File: src/rtl/vga_pixel_fifo.sv
// Pixel FIFO between a framebuffer reader and VGA timing: circular storage feeding a
// show-ahead head register, with an optional flush and reader restart on each vblank rising edge.
module vga_pixel_fifo #(
  parameter int C_DEPTH_LOG2      = 4,
  parameter int C_FLUSH_ON_VBLANK = 1
) (
  input  logic                    clk_pixel,
  input  logic                    reset,
  input  logic [23:0]             wr_data,
  input  logic                    wr_valid,
  output logic                    wr_ready,
  output logic                    frame_start,
  input  logic                    fetch_next,
  input  logic                    vblank,
  output logic [7:0]              r_o,
  output logic [7:0]              g_o,
  output logic [7:0]              b_o,
  output logic [C_DEPTH_LOG2+1:0] level,
  output logic                    underflow
);

  localparam int DEPTH = 2 ** C_DEPTH_LOG2;
  localparam logic [C_DEPTH_LOG2:0] FULL_COUNT = (C_DEPTH_LOG2 + 1)'(DEPTH);

  logic [23:0]             mem [0:DEPTH-1];
  logic [C_DEPTH_LOG2-1:0] wr_ptr;
  logic [C_DEPTH_LOG2-1:0] rd_ptr;
  logic [C_DEPTH_LOG2:0]   count;
  logic [23:0]             head;
  logic                    head_valid;
  logic                    vblank_q;
  logic                    in_reset;

  logic flush;
  logic fetch_ok;
  logic pop;
  logic wr_en;

  always_comb begin
    flush    = 1'b0;
    fetch_ok = 1'b0;
    pop      = 1'b0;
    wr_ready = 1'b0;
    wr_en    = 1'b0;
    if (C_FLUSH_ON_VBLANK != 0) begin
      flush = vblank && !vblank_q;
    end else begin
      flush = 1'b0;
    end
    fetch_ok = fetch_next && !flush;
    // Head refills whenever it is empty or being consumed, as long as storage has a word.
    pop      = (count != '0) && (!head_valid || fetch_ok) && !flush;
    wr_ready = (count < FULL_COUNT) && !reset && !flush;
    wr_en    = wr_valid && wr_ready;
  end

  always_ff @(posedge clk_pixel) begin
    if (wr_en) begin
      mem[wr_ptr] <= wr_data;
    end
  end

  always_ff @(posedge clk_pixel) begin
    if (reset) begin
      wr_ptr     <= '0;
      rd_ptr     <= '0;
      count      <= '0;
      head       <= 24'h000000;
      head_valid <= 1'b0;
      underflow  <= 1'b0;
    end else if (flush) begin
      wr_ptr     <= '0;
      rd_ptr     <= '0;
      count      <= '0;
      head_valid <= 1'b0;
    end else begin
      if (wr_en) begin
        wr_ptr <= wr_ptr + 1'b1;
      end
      if (pop) begin
        rd_ptr     <= rd_ptr + 1'b1;
        head       <= mem[rd_ptr];
        head_valid <= 1'b1;
      end else if (fetch_ok && head_valid) begin
        head_valid <= 1'b0;
      end
      // A consume request with nothing on display is latched until reset.
      if (fetch_ok && !head_valid) begin
        underflow <= 1'b1;
      end
      case ({wr_en, pop})
        2'b10:   count <= count + 1'b1;
        2'b01:   count <= count - 1'b1;
        default: count <= count;
      endcase
    end
  end

  // vblank_q resets high so a vblank already high at release is not taken as an edge.
  always_ff @(posedge clk_pixel) begin
    if (reset) begin
      vblank_q    <= 1'b1;
      in_reset    <= 1'b1;
      frame_start <= 1'b0;
    end else begin
      vblank_q    <= vblank;
      in_reset    <= 1'b0;
      frame_start <= flush || in_reset;
    end
  end

  assign r_o   = head[23:16];
  assign g_o   = head[15:8];
  assign b_o   = head[7:0];
  assign level = {1'b0, count} + {{(C_DEPTH_LOG2 + 1){1'b0}}, head_valid};

endmodule

File: config.mk
export PLATFORM = sky130hd
export DESIGN_NAME = vga_pixel_fifo
export DESIGN_NICKNAME = d
export VERILOG_FILES = /design/src/rtl/vga_pixel_fifo.sv
export SDC_FILE = /design/constraint.sdc
export NUM_CORES = 1
export LEC_CHECK = 0
export CORE_ASPECT_RATIO = 0.6
export CORE_MARGIN = 8
export CORE_UTILIZATION = 24
export DETAILED_ROUTE_END_ITERATION = 6
export PLACE_DENSITY_LB_ADDON = 0.25
export SYNTH_ARGS = -nofsm -noshare
export SYNTH_HDL_FRONTEND = slang
export SYNTH_SLANG_ARGS = --single-unit
File: constraint.sdc
create_clock -name clk_pixel -period 6.2 [get_ports clk_pixel]
set_input_delay 0.62 -clock clk_pixel [delete_from_list [all_inputs] [get_ports clk_pixel]]
set_output_delay 0.62 -clock clk_pixel [all_outputs]
set_load 0.005 [all_outputs]
; Yosys cells after proc, flatten, opt, wreduce, memory -nomap -nowiden
; Memory sizes are Yosys's and may differ from the RTL's. A register that Yosys moved wholly into a read port is not among the register bits.
; Cells that the tools add are included.
[op_classes]
muxes = 6
n_reduce_logical = 21
n_eq_ne = 2
n_bitwise = 1
order_cmp = 1
add_sub_neg = 5
[op_table]
columns = cell, n
row1 = case mux 5 bit (2 select lines), 1
row2 = logical AND 1 bit, 9
row3 = adder 4 x 1 -> 4 bit (second input constant), 2
row4 = adder 5 x 1 -> 6 bit, 1
row5 = adder 5 x 1 -> 5 bit (second input constant), 1
row6 = less-than comparator 5 bit (second input constant), 1
row7 = two-way mux 1 bit, 5
row8 = nonzero test 5 bit, 1
row9 = subtractor 5 x 1 -> 5 bit (second input constant), 1
row10 = zero test 1 bit, 4
row11 = AND reduction 2 bit, 2
row12 = nonzero test 2 bit, 2
row13 = == test 2 x 1 -> 1 bit (second input constant), 1
row14 = == test 2 bit (second input constant), 1
row15 = logical OR 1 bit, 2
row16 = OR reduction 2 bit, 1
row17 = NOT 1 bit, 1
[word_totals]
memories = 1
mem_bits_rw = 384
output_inout_bits = 33
wordCells = 45
in_bits = 29
reg_bits = 18
[memory_table]
columns = memory, words, width, rd, rd_clocked_by_memory_dff, wr, line
row1 = mem, 16, 24, 1, 1, 1, 25  ; logic [23:0] mem [0:DEPTH-1];

; Depth between registers and ports, before layout
[depth]
depth_word = 9
ltp_mapped = 11
depth_no_buf = 11

; Worst setup path before layout
; OpenSTA, ideal clock, no wires.
[synth_path]
path_type = input port to flip-flop
startpoint = in vblank
endpoint = mem mem[0][0] (enable)
stages = 4
arrival_ns = 3.293
setup_slack_ns = 2.472
path_cell_list = nor2b_1 nor4b_2 nand2_1 nor3_1
[synth_via]
elab_chain_len = 6
[synth_rtl]
columns = element, line
row1 = from (decl), 14  ; input logic vblank,
row2 = logical AND 1 bit, 46  ; flush = vblank && !vblank_q;
row3 = zero test 1 bit, 53  ; wr_ready = (count < FULL_COUNT) && !reset && !flush;
row4 = logical AND 1 bit, 53
row5 = logical AND 1 bit, 54  ; wr_en = wr_valid && wr_ready;
row6 = two-way mux 1 bit, 58  ; if (wr_en) begin
row7 = two-way mux 1 bit (implied by the code), 59  ; mem[wr_ptr] <= wr_data;
row8 = to (decl), 25
; No other way between the ends.

; Worst setup path in the final report
[layout_path]
startpoint = in reset
endpoint = reg count[4]
[layout_via]
elab_chain_len = 6
elab_cells_between_ends = 9
[layout_rtl]
columns = element, line
row1 = from (decl), 8  ; input logic reset,
row2 = zero test 1 bit, 53
row3 = logical AND 1 bit (2 in series), 53
row4 = logical AND 1 bit, 54
row5 = == test 2 x 1 -> 1 bit / == test 2 bit (equally long branches), 91  ; case ({wr_en, pop})
row6 = case mux 5 bit (2 select lines) / nonzero test 2 bit (equally long branches), -
row7 = to (signal assigned), 92  ; 2'b10: count <= count + 1'b1;
row8 = to (signal assigned), 93  ; 2'b01: count <= count - 1'b1;
row9 = to (signal assigned), 94  ; default: count <= count;
row10 = to (decl), 28  ; logic [C_DEPTH_LOG2:0] count;
; Several ways; a longest one is shown, not always the timed one.
; A chain may end at the register's enable or synchronous reset.

==> results.yml <==
critical_path:
  r2r-end: "count[4]$_SDFFE_PP0P_"
  crit_start: "reset"
  r2r_slack_ns: 3.06
  critPathSlowestCell: "nor4b_2"
  crit_path_start_kind: "input pin"
  r2r-start: "vblank_q$_SDFF_PP1_"
  crit_path_end_kind: "flop"
  cp_cell_sequence: "clkdlybuf4s50_1 > nor4b_2 > inv_1 > ha_1 > ha_1 > nor2b_1 > o21ai_0 > a21oi_1 > or3b_1 > mux2_2"
  crit_cells: 10
  crit_fanout: 10
  path_class: "input pin to flop"
  slowest_delay_ns: 0.93
  crit_top_cell: "ha_1"
  cp-endpoint: "count[4]$_SDFFE_PP0P_"
  reg2regPathDepth: 10
  critPathRequiredTime_ns: 6.63
  critPathBufInv: 2
  critPathArrivalTime_ns: 3.93
  crit_family: "simple AND/OR/NAND/NOR gates"
placed_design:
  place_area_um2: 18280
  portBuffers: 61
  hpwl_mm: 22.64
  place.gp.congestion: 0.6826
clock_network:
  cts_hold_buf: 0
  ctsRootBufferMaster: "clkbuf_16"
  tritoncts: "yes"
  path_clk_slew_ns: 0.06
  cts_sinks: 426
  cts-htree-levels: 2
  cts_resized: 0
  post_cts_buffers: 0
  clock_latency_ns: 0.56
  cts_buffer_depth: 3
  cts_made_buffers: 41
grt:
  grt_pass1_wl_mm: 56.70
  antenna_found_initial: 0
  grt_pass1_vias: 7854
  grt-ovfl-total: 0
  grt.total_usage_pct: 9.847
  grt_max_degree: 58
timing:
  fmax_ghz: 0.2858
  fin_skew_ns: 0.02113
  slew_viol_final: 0
  tightest_slew_ns: 1.067
  setup-tns-final_ns: 0
  fin_crit_ns: 3.499
  hold_viol: 0
  maxSlewHeadroom_pct: 28.86
  rsz0062_at_grt: "false"
  setup_viol: 0
  post-route-period-util_pct: 56.44
synth:
  synth_nets: 813
  synth_top_cell_area_share_pct: 69.48
  ys.flop_type: "edfxtp_1"
  syn_area_um2: 16600
  netlist_instances: 772
  ys_warn_count: 0
  synth_cell_types: 43
  ys_seq_elements: 426
  avgSynthCellArea_um2: 21.50
  yosysSeqAreaShare_pct: 74.54
  async_reset_ff_share_pct: 0
  synthTopCellsByCount: "edfxtp_1 (384), mux4_2 (65), dfxtp_1 (42), nor2_1 (32), mux4_1 (31)"
  synth.area.top_cells: "edfxtp_1 (69%), mux4_2 (8.8%), dfxtp_1 (5.1%)"
  synth_edf_count: 384
  yosysMostFrequentCell: "edfxtp_1"
  yosysTopAreaCell: "edfxtp_1"
detailed_routing:
  wirelength_mm: 39.08
  drt-pass1-iter-count: 5
  drt_iter0_drc: 676
  via_per_inst: 4.265
  vias: 7642
  wire_per_inst_um: 21.81
  drc: 0
  antenna_left: 0
floorplan:
  die_w_um: 355.5
  core_um2: 68240
  design.die.area_um2: 78100
  start_util_pct: 24.32
  ioPinCount: 62
  die_h_um: 219.7
  rows: 74
final_layout:
  utilization_pct: 28.75
  nFillCells: 6674
  fin_area_um2: 19620
  area_growth_pct: 18.20
  regArea_um2: 12380
  num-nets-final: 888
  multi_input_area_um2: 4006
  drive_above_1_share_pct: 23.66
power_and_ir_drop:
  peakVddDrop_uv: 184.8
  leakagePower_nw: 5.886
  power_density_nw_per_um2: 351.9
run:
  drv_cap: 0
hold_path:
  hold_class: "flop to flop"
run_status:
  status: "complete, no violations"
## final cells by class
class | instances | share of cell area (%)
Antenna cell | 1 | 0.01276
Sequential cell | 426 | 63.12
Clock buffer | 63 | 6.072
Inverter | 10 | 0.1913
Timing Repair Buffer | 73 | 3.635
Tap cell | 912 | 5.817
Multi-Input combinational cell | 295 | 20.42
Clock inverter | 12 | 0.7271
## state kept, by name, summed over array words and instances (netlist names)
name	flops
count	5
frame_start	1
head	24
head_valid	1
in_reset	1
mem	384
rd_ptr	4
underflow	1
vblank_q	1
wr_ptr	4
## worst min-delay path, stage by stage, from the launching register on
cell and delay (ns):
dfxtp_1 0.31, nor2_1 0.04, nor2_1 0.06
## cells by family (layout without fill, tap and decap cells)
group           after synthesis  count (layout)  share of synthesized area [%]
fa+ha+maj                    12              12                         0.9499
xor+xnor                     11              11                         0.5805
buf+inv                      51             158                          2.020
simple gates                 66              66                          1.975
compound gates               61              61                          3.061
other cells                   0               1                              0
mux                         145             145                          16.87
flops                       426             426                          74.54
## how the worst min path moves through the flow
stage / slack (ns) / start / depth (start not counted) / to
6_report: 0.45 / in_reset$_DFF_P_ / 2 / frame_start$_SDFF_PP0_
4_1_cts: 0.46 / in_reset$_DFF_P_ / 2 / frame_start$_SDFF_PP0_
2_1_floorplan: 0.42 / in_reset$_DFF_P_ / 2 / frame_start$_SDFF_PP0_
5_1_grt: 0.52 / in_reset$_DFF_P_ / 2 / frame_start$_SDFF_PP0_
3_5_place_dp: 0.44 / in_reset$_DFF_P_ / 2 / frame_start$_SDFF_PP0_
3_3_place_gp: 0.44 / in_reset$_DFF_P_ / 2 / frame_start$_SDFF_PP0_
## where the power goes
| part | internal, mW | switching, mW | total (mW) |
|---|---|---|---|
| registers | 3.21 | 0.147 | 3.35 |
| logic | 0.538 | 0.482 | 1.02 |
| clock network | 1.45 | 1.08 | 2.53 |
## per-layer routing
layer	up-vias	track usage (%)	part of all wire (%)
li1	3355	-	-
met1	4090	14.89	51
met2	146	14.20	42
met3	51	2.290	4.7
met4	0	2.162	1.6
met5	-	0	0
## cell usage in the layout, fill, tap and decap left out, drive strengths merged, types with 2 or more instances in the layout
master         synthesis  routed
clkinv                 0       8
mux4                  96      96
bufinv                 0       3
clkdlybuf4s50          0      61
nor2                  33      33
nand2b                 3       3
nand2                 10      10
ha                    11      11
xor2                   7       7
xnor2                  4       4
mux2                  25      25
edfxtp               384     384
clkbuf                11      63
nor2b                  3       3
buf                   30      12
inv                   10      11
a21oi                  5       5
nand3                  4       4
nor3                   5       5
nand4                  2       2
or2                    2       2
mux2i                 24      24
dfxtp                 42      42
o21ai                 26      26
a22oi                 25      25
o31ai                  2       2
## through the flow
step | power [mW] | cells | hold slack, ns | worst slack (ns)
after global routing | 7.189 | 1791 | 0.5210 | 2.392
final | 6.903 | 1792 | 0.4521 | 2.701
after detailed placement | 4.468 | 1716 | 0.4396 | 2.108
after global placement | 4.465 | 1716 | 0.4434 | 2.142
after CTS | 7.014 | 1791 | 0.4553 | 2.699
after floorplan | 4.073 | 772 | 0.4161 | 2.472
Power figures use the tool's default switching activity.
